--- src/rtl/ahblite_s_port.sv ---
// AHB-Lite slave port of the multi-master interconnect: round-robin address arbitration
// with lock override, per-master capture slots for stalled losers, and data-phase routing.
module ahblite_s_port #(
  parameter int unsigned AHB_AW  = 32,
  parameter int unsigned AHB_DW  = 32,
  parameter int unsigned MST_NUM = 4
) (
  input  logic              clk,
  input  logic              rst,
  input  logic              m_hready_i    [MST_NUM],
  input  logic              m_hsel_i      [MST_NUM],
  input  logic [AHB_AW-1:0] m_haddr_i     [MST_NUM],
  input  logic              m_hwrite_i    [MST_NUM],
  input  logic [1:0]        m_htrans_i    [MST_NUM],
  input  logic [2:0]        m_hsize_i     [MST_NUM],
  input  logic [2:0]        m_hburst_i    [MST_NUM],
  input  logic [3:0]        m_hprot_i     [MST_NUM],
  input  logic              m_hmastlock_i [MST_NUM],
  input  logic [AHB_DW-1:0] m_hwdata_i    [MST_NUM],
  output logic              m_hreadyout_o [MST_NUM],
  output logic              m_hresp_o     [MST_NUM],
  output logic [AHB_DW-1:0] m_hrdata_o    [MST_NUM],
  output logic              hsel_o,
  output logic [AHB_AW-1:0] haddr_o,
  output logic              hwrite_o,
  output logic [1:0]        htrans_o,
  output logic [2:0]        hsize_o,
  output logic [2:0]        hburst_o,
  output logic [3:0]        hprot_o,
  output logic              hmastlock_o,
  output logic [AHB_DW-1:0] hwdata_o,
  output logic              hready_o,
  input  logic              hreadyout_i,
  input  logic              hresp_i,
  input  logic [AHB_DW-1:0] hrdata_i
);

  localparam int unsigned IW = (MST_NUM > 1) ? $clog2(MST_NUM) : 1;

  typedef struct packed {
    logic [AHB_AW-1:0] haddr;
    logic              hwrite;
    logic [1:0]        htrans;
    logic [2:0]        hsize;
    logic [2:0]        hburst;
    logic [3:0]        hprot;
    logic              hmastlock;
  } addr_ph_t;

  typedef enum logic {SLOT_IDLE, SLOT_PEND} slot_st_t;

  slot_st_t          slot_st_q [MST_NUM];
  slot_st_t          slot_st_d [MST_NUM];
  addr_ph_t          slot_q    [MST_NUM];
  addr_ph_t          slot_d    [MST_NUM];
  addr_ph_t          live_ph   [MST_NUM];
  logic [IW-1:0]     rr_q, rr_d;
  logic              dp_valid_q, dp_valid_d;
  logic [IW-1:0]     dp_owner_q, dp_owner_d;
  logic              lock_q, lock_d;
  logic [IW-1:0]     lock_owner_q, lock_owner_d;

  logic [MST_NUM-1:0] live, pend, elig;
  logic               win_found, issue;
  logic [IW-1:0]      win_idx, idx;
  addr_ph_t           win_ph;

  // Candidate set: live address phases plus captured slots, restricted to the lock owner.
  always_comb begin
    for (int i = 0; i < int'(MST_NUM); i++) begin
      live[i]    = m_hsel_i[i] & m_hready_i[i];
      pend[i]    = (slot_st_q[i] == SLOT_PEND);
      elig[i]    = (pend[i] | live[i]) & (~lock_q | (lock_owner_q == IW'(i)));
      live_ph[i] = '{haddr: m_haddr_i[i], hwrite: m_hwrite_i[i], htrans: m_htrans_i[i],
                     hsize: m_hsize_i[i], hburst: m_hburst_i[i], hprot: m_hprot_i[i],
                     hmastlock: m_hmastlock_i[i]};
    end
  end

  // Round-robin search starting one past the last winner.
  always_comb begin
    win_found = 1'b0;
    win_idx   = '0;
    idx       = '0;
    for (int unsigned k = 1; k <= MST_NUM; k++) begin
      idx = IW'((32'(rr_q) + k) % MST_NUM);
      if (!win_found && elig[idx]) begin
        win_found = 1'b1;
        win_idx   = idx;
      end
    end
    win_ph = pend[win_idx] ? slot_q[win_idx] : live_ph[win_idx];
    issue  = hreadyout_i & win_found;
  end

  // Next-state: issue bookkeeping, lock tracking and loser capture.
  always_comb begin
    slot_st_d    = slot_st_q;
    slot_d       = slot_q;
    rr_d         = rr_q;
    dp_valid_d   = dp_valid_q;
    dp_owner_d   = dp_owner_q;
    lock_d       = lock_q;
    lock_owner_d = lock_owner_q;
    if (hreadyout_i) begin
      if (win_found) begin
        rr_d               = win_idx;
        dp_valid_d         = 1'b1;
        dp_owner_d         = win_idx;
        slot_st_d[win_idx] = SLOT_IDLE;
        lock_d             = win_ph.hmastlock;
        lock_owner_d       = win_idx;
      end else begin
        dp_valid_d = 1'b0;
        lock_d     = lock_q & m_hmastlock_i[lock_owner_q];
      end
    end
    for (int i = 0; i < int'(MST_NUM); i++) begin
      if (live[i] && !(issue && (win_idx == IW'(i)))) begin
        slot_st_d[i] = SLOT_PEND;
        slot_d[i]    = live_ph[i];
      end
    end
  end

  always_ff @(posedge clk or posedge rst) begin
    if (rst) begin
      for (int i = 0; i < int'(MST_NUM); i++) begin
        slot_st_q[i] <= SLOT_IDLE;
        slot_q[i]    <= '0;
      end
      rr_q         <= IW'(MST_NUM - 1);
      dp_valid_q   <= 1'b0;
      dp_owner_q   <= '0;
      lock_q       <= 1'b0;
      lock_owner_q <= '0;
    end else begin
      slot_st_q    <= slot_st_d;
      slot_q       <= slot_d;
      rr_q         <= rr_d;
      dp_valid_q   <= dp_valid_d;
      dp_owner_q   <= dp_owner_d;
      lock_q       <= lock_d;
      lock_owner_q <= lock_owner_d;
    end
  end

  // Slave-side address/data and per-master response routing.
  always_comb begin
    hsel_o      = 1'b0;
    haddr_o     = '0;
    hwrite_o    = 1'b0;
    htrans_o    = 2'b00;
    hsize_o     = '0;
    hburst_o    = '0;
    hprot_o     = '0;
    hmastlock_o = 1'b0;
    if (win_found) begin
      hsel_o      = 1'b1;
      haddr_o     = win_ph.haddr;
      hwrite_o    = win_ph.hwrite;
      htrans_o    = win_ph.htrans;
      hsize_o     = win_ph.hsize;
      hburst_o    = win_ph.hburst;
      hprot_o     = win_ph.hprot;
      hmastlock_o = win_ph.hmastlock;
    end
    hready_o = hreadyout_i;
    hwdata_o = dp_valid_q ? m_hwdata_i[dp_owner_q] : '0;
    for (int i = 0; i < int'(MST_NUM); i++) begin
      m_hreadyout_o[i] = pend[i] ? 1'b0 :
                         (dp_valid_q && (dp_owner_q == IW'(i))) ? hreadyout_i : 1'b1;
      m_hresp_o[i]     = dp_valid_q && (dp_owner_q == IW'(i)) && hresp_i;
      m_hrdata_o[i]    = hrdata_i;
    end
  end

  // A pending master must see HREADY low, so it can never present a new live request.
  for (genvar g = 0; g < int'(MST_NUM); g++) begin : g_slot_chk
    a_single_slot: assert property (@(posedge clk) disable iff (rst) !(live[g] && pend[g]))
      else $error("second capture into pending slot %0d", g);
  end

endmodule

--- config.mk ---
export PLATFORM = sky130hd
export DESIGN_NAME = ahblite_s_port
export DESIGN_NICKNAME = d
export VERILOG_FILES = /design/src/rtl/ahblite_s_port.sv
export SDC_FILE = /design/constraint.sdc
export NUM_CORES = 1
export LEC_CHECK = 0
export ABC_AREA = 1
export CORE_AREA = 5 5 220 222
export CTS_CLUSTER_DIAMETER = 100
export CTS_CLUSTER_SIZE = 8
export DETAILED_ROUTE_END_ITERATION = 16
export DIE_AREA = 0 0 225 227
export PLACE_DENSITY_LB_ADDON = 0.3
export RECOVER_POWER = 100
export SLEW_MARGIN = 20
export SYNTH_ARGS = -nofsm -noshare
export SYNTH_HDL_FRONTEND = slang
export SYNTH_SLANG_ARGS = --single-unit
--- constraint.sdc ---
create_clock -name clk -period 8.35 [get_ports clk]
set_input_delay 2.505 -clock clk [delete_from_list [all_inputs] [get_ports clk]]
set_output_delay 2.505 -clock clk [all_outputs]
set_load 0.02 [all_outputs]
==> reports/metrics.yaml, run 1 <==
synthesis:
  postSynthNetCount: 2089
  yosys.area.top_type: "dfrtp_1"
  synthDistinctLibCells: 36
  yosys.cell_count.top_type: "nand2_1"
  ys_seq_area_frac: 0.359
  synth_edf_count: 0
  synthFlopType: "dfrtp_1"
  avgSynthCellArea_um2: 7.82
  ys_warn_count: 0
  synth.ff_latch_count: 194
  synth_top_area_frac: 0.355
  synth-async-reset-ratio: 1.00
  yosys-top-cells-area: "dfrtp_1 (35%), nand2_1 (14%), buf_4 (7.3%)"
  yosys-top-cells-count: "nand2_1 (504), dfrtp_1 (192), inv_1 (160)"
  synth_cells: 1733
  synth.cell_area_mm2: 0.0135
final_layout:
  seqCellArea_mm2: 0.00486
  fin_area_mm2: 0.0173
  layout-drive-gt1-share: 0.0916
  multi_input_area_mm2: 0.00605
  area_growth_pct: 27.8
  fin_nets: 2319
  final_util: 0.375
  nFillCells: 4896
setup_path:
  critical_path_class: "in2out"
  cp_max_fo: 40
  end_kind: "output pin"
  r2r_slack_ns: 2.72
  reg2reg_depth: 16
  cp_data_arrival_time_ns: 5.65
  r2r_start: "lock_owner_q[0]"
  r2r-end: "slot_q[32]"
  startpoint_type: "input port"
  required_ns: 5.85
place:
  port-buffer-count: 411
  dp_hpwl_mm: 39.5
  placed_area_mm2: 0.0172
  gp_congestion: 0.927
floorplan:
  start_util: 0.293
  boundaryPins: 572
  core_area_mm2: 0.0462
  die_area_mm2: 0.0511
  die_w_um: 225
  row_count: 79
  die_h_um: 227
run:
  max-cap-violations: 6
clock_network:
  clk_latency_ns: 0.47
  cts.sinks: 194
  cts_buffers: 17
  cts.clk_slew.worst_paths_ns: 0.07
  cts_buffer_depth: 2
  ctsHtreeMaxLevel: 4
  cts_tree: "yes"
  cts_root_buffer: "clkbuf_16"
grt:
  grt_pass1_wl_mm: 78.5
  overflow: 0
  antenna_found_initial: 9
  grtUsageTotal: 0.202
  grt_max_degree: 83
  grt_pass1_vias: 12545
route:
  drt-vias-per-instance: 4.82
  drt_iter0_drc: 901
  drc: 0
  wl_per_cell_um: 20.7
  vias: 12488
  route.final.wire_length_mm: 53.6
  ant_nets: 0
  drtPass1Iterations: 5
outcome:
  status: "finished, violations left"
  violations: "capacitance limit, slew limit"
sta:
  timing_worst_slew_pin_value_ns: 3.86
  min_period_ns: 8.16
  final_max_slew_viol_count: 352
  clock-skew-final_ns: 0.0212
  rsz0062_at_grt: "no"
  slew-limit-headroom: -1.59
  tns_ns: 0
  finalSetupViolCount: 0
  period_share: 0.977
  hold_viol: 0
  fmax_mhz: 123
min_path:
  hold_path.class: "reg2reg"
  min_from: "slot_q[75]"
  hold_depth: 2
  min_to: "slot_q[75]"
==> worst max-delay path, cell delays in order <==
cell	delay, ns
clkdlybuf4s50_1	0.51
nand2_1	0.12
nand2_1	0.10
nand3_1	0.10
buf_4	0.16
nand3_1	0.06
nand2_1	0.10
nand4_4	0.16
clkbuf_1	0.27
nand4_1	0.20
nand3_1	0.18
nand2_4	0.09
buf_12	0.17
nand2_1	0.09
nand2_1	0.05
nor2_1	0.14
clkdlybuf4s50_1	0.62
==> state kept, by name, summed over array words and instances (netlist names) <==
name	flops
pend	4
lock_q	1
dp_valid_q	1
rr_q	2
lock_owner_q	2
slot_q	184
==> placed cells by master (no fill, tap or decap), types with 3 or more instances in the layout <==
| cell | instances |
|---|---|
| nand2_1 | 506 |
| clkdlybuf4s50_1 | 329 |
| dfrtp_1 | 192 |
| inv_1 | 160 |
| nand3_1 | 113 |
| o21ai_0 | 99 |
| a22oi_1 | 64 |
| nor2_1 | 50 |
| a31oi_1 | 48 |
| or2_2 | 45 |
| o211ai_1 | 45 |
| mux2_2 | 45 |
| mux2_1 | 44 |
| dlygate4sd3_1 | 42 |
| a21oi_1 | 38 |
| clkbuf_1 | 36 |
| buf_4 | 20 |
| clkbuf_16 | 18 |
| buf_12 | 12 |
| diode_2 | 9 |
| nand4_1 | 8 |
| dlymetal6s2s_1 | 6 |
| clkbuf_2 | 5 |
| nor3_1 | 4 |
| o21ai_1 | 4 |
| nand2_4 | 4 |
| nand3_2 | 3 |
| bufinv_16 | 3 |
| clkinv_2 | 3 |
| clkinvlp_4 | 3 |
==> worst max path at each step <==
stage / startpoint / end / slack [ns] / cells past startpoint
after CTS: m_hready_i[0] / hprot_o[2] / 0.06 / 17
after detailed placement: m_hready_i[0] / hprot_o[2] / 0.08 / 17
final: m_hready_i[1] / haddr_o[16] / 0.19 / 17
after global placement: m_hready_i[0] / haddr_o[6] / 0.1 / 20
after floorplan: rst / dp_valid_q / 0.56 / 1
after global routing: m_hready_i[0] / haddr_o[16] / 0.004 / 19
==> per-stage QoR <==
| stage | instances | setup slack (ns) | hold slack (ns) |
|---|---|---|---|
| after floorplan | 1733 | 0.564 | 0.446 |
| after global placement | 2549 | 0.0969 | 0.458 |
| after detailed placement | 2549 | 0.0788 | 0.460 |
| after CTS | 2581 | 0.0625 | 0.479 |
| after global routing | 2589 | 0.00449 | 0.510 |
| final | 2592 | 0.195 | 0.483 |
==> cell type report <==
type | instances | share of cell area
multi-input combinational | 1134 | 0.350
sequential | 194 | 0.281
timing repair buffer | 451 | 0.252
tap | 607 | 0.0439
inverter | 165 | 0.0362
clock buffer | 18 | 0.0254
clock inverter | 14 | 0.0105
antenna | 9 | 0.00130
==> repair_timing <==
action | CTS | global route
hold buffers | 0 | 0
setup endpoints to repair | 0 | 40
gates resized for setup | 0 | 39
buffers inserted | 0 | 1
==> layer usage <==
metal	GRT usage	share of wire	vias to the layer above
met5	0.000922	0.00028	-
met4	0.0845	0.033	2
met3	0.0564	0.072	112
met2	0.317	0.46	466
met1	0.262	0.43	5911
li1	-	-	5997
==> cell families after synthesis <==
family | Yosys count | synth area share
xor+xnor | 1 | 0.00203
flops | 194 | 0.359
buf+inv | 405 | 0.173
mux | 89 | 0.0862
simple gates | 742 | 0.233
compound gates | 302 | 0.147
Power of run 1 is left out: the tool's default activity adds up to more than one toggle a clock period on the data nets, which glitch-free logic cannot reach.
==> inputs of run 2 (changes only) <==
--- a/config.mk
+++ b/config.mk
@@ -6,13 +6,16 @@
 export NUM_CORES = 1
 export LEC_CHECK = 0
 export ABC_AREA = 1
+export ABC_CLOCK_PERIOD_IN_PS = 8350
 export CORE_AREA = 5 5 220 222
 export CTS_CLUSTER_DIAMETER = 100
 export CTS_CLUSTER_SIZE = 8
 export DETAILED_ROUTE_END_ITERATION = 16
 export DIE_AREA = 0 0 225 227
+export DONT_BUFFER_PORTS = 1
 export PLACE_DENSITY_LB_ADDON = 0.3
 export RECOVER_POWER = 100
+export SKIP_CTS_REPAIR_TIMING = 1
 export SLEW_MARGIN = 20
 export SYNTH_ARGS = -nofsm -noshare
 export SYNTH_HDL_FRONTEND = slang
==> reports/metrics.yaml, run 2 (same netlist as run 1, synthesis figures left out) <==
sta:
  finalSetupViolCount: 0  # unchanged
  clock-skew-final_ns: 0.0212  # -0.0000510 ns
  slew-limit-headroom: -1.95  # -0.363
  timing_worst_slew_pin_value_ns: 4.42  # +0.566 ns
  rsz0062_at_grt: "no"
  hold_viol: 0  # unchanged
  tns_ns: 0  # unchanged
  fmax_mhz: 127  # +3.3%
  period_share: 0.946  # -0.0309
  final_max_slew_viol_count: 346  # -1.7%
  min_period_ns: 7.90  # -0.258 ns
clock_network:
  cts_buffer_depth: 2  # unchanged
  cts_tree: "yes"
  cts.sinks: 194  # unchanged
  cts.clk_slew.worst_paths_ns: 0.07  # about the same
  clk_latency_ns: 0.50  # +0.03 ns
  cts_buffers: 17  # unchanged
  ctsHtreeMaxLevel: 4  # unchanged
  cts_root_buffer: "clkbuf_16"
final_layout:
  stdcell_count: 2183  # -16%
  final_cell_mix: "nand2_1 (507), dfrtp_1 (192), inv_1 (161)"
  top_register: "slot_q"
  layout-drive-gt1-share: 0.115  # +0.0229
  final_common_cell: "nand2_1"
  area_growth_pct: -1.99
  largest_register_ffs: 184  # unchanged
  fin_nets: 1915  # -17%
place:
  dp_hpwl_mm: 34.9  # -12%
  gp_congestion: 0.972  # +4.9%
  place_inst: 2147  # -16%
  port-buffer-count: 0  # -100%
route:
  drt_iter0_drc: 971  # +7.8%
  drc: 0  # unchanged
  drt-vias-per-instance: 5.13  # +6.5%
  vias: 11198  # -10%
  wl_per_cell_um: 22.3  # +7.8%
  drtPass1Iterations: 7  # +2
  route.final.wire_length_mm: 48.7  # -9.2%
  ant_nets: 0  # unchanged
setup_path:
  required_ns: 5.85  # about the same
  r2r_start: "rr_q[0]"
  critical_path_class: "in2out"
  crit_start: "m_hsel_i[0]"
  startpoint_type: "input port"
  cp_data_arrival_time_ns: 5.39  # -0.26 ns
  cp_max_fo: 38  # -5.0%
  end_kind: "output pin"
run:
  max-cap-violations: 5  # -1
floorplan:
  row_count: 79  # unchanged
  die_h_um: 227  # unchanged
  start_util: 0.293  # unchanged
  core_area_mm2: 0.0462  # unchanged
  die_area_mm2: 0.0511  # unchanged
  boundaryPins: 572  # unchanged
  die_w_um: 225  # unchanged
grt:
  grt_pass1_vias: 10868  # -13%
  overflow: 0  # unchanged
  antenna_found_initial: 10  # +1
  grt_pass1_wl_mm: 71.6  # -8.9%
  grtUsageTotal: 0.186  # -0.0158
  grt_max_degree: 108  # +30%
outcome:
  violations: "capacitance limit, slew limit"
  status: "finished, violations left"
min_path:
  hold_path.class: "reg2reg"
  min_from: "slot_q[52]"
[run 2: final cells by class]
cell class | instances | area (um^2)
Fill cell | 5094 | 32900
Tap cell | 607 | 759
Timing Repair Buffer | 47 | 389
Clock buffer | 17 | 425
Multi-Input combinational cell | 1134 | 6030
Antenna cell | 4 | 10.0
Clock inverter | 15 | 176
Inverter | 165 | 624
Sequential cell | 194 | 4860
[run 2: metrics by stage]
stage	hold WS, ns	area (um^2)	setup slack, ns	utilization
after floorplan	0.446	13500	0.564	-
after CTS	0.479	13700	0.583	0.296
after global routing	0.499	13300	0.186	0.287
final	0.481	13300	0.453	0.288
after global placement	0.455	13100	0.657	0.283
after detailed placement	0.461	13100	0.595	0.283
[run 2: final timing paths]
kind,end,slack (ns),cells past startpoint
hold reg to reg,slot_q[52],0.48,2
setup reg to reg,slot_q[47],2.38,13
max in group asynchronous,slot_q[51],1.92,2
hold / removal,slot_q[52],0.48,2
setup / recovery,hsize_o[2],0.45,17
min in group asynchronous,slot_q[42],3.61,1
[run 2: critical path, stage by stage]
cell and delay [ns]:
nand2_1 0.08, nand2_1 0.09, nand3_1 0.14, nand3_1 0.13
nand2_1 0.12, nand4_1 0.19, buf_4 0.41, nand2_1 0.16
nand2_4 0.10, buf_4 0.40, nand2_1 0.11, nand3_1 0.20
o211ai_1 0.12, nand2_1 0.09, nand2_1 0.05, nor2_1 0.09
clkbuf_1 0.37
[run 2: per-layer routing]
metal  wire, um  GRT usage  vias up
met5         64          0        -
met4       1760     0.0744       12
met3       5670     0.0961      131
met2      21000      0.270      534
met1      20200      0.234     5330
li1           -          -     5191
Power of run 2 is left out for the same reason.
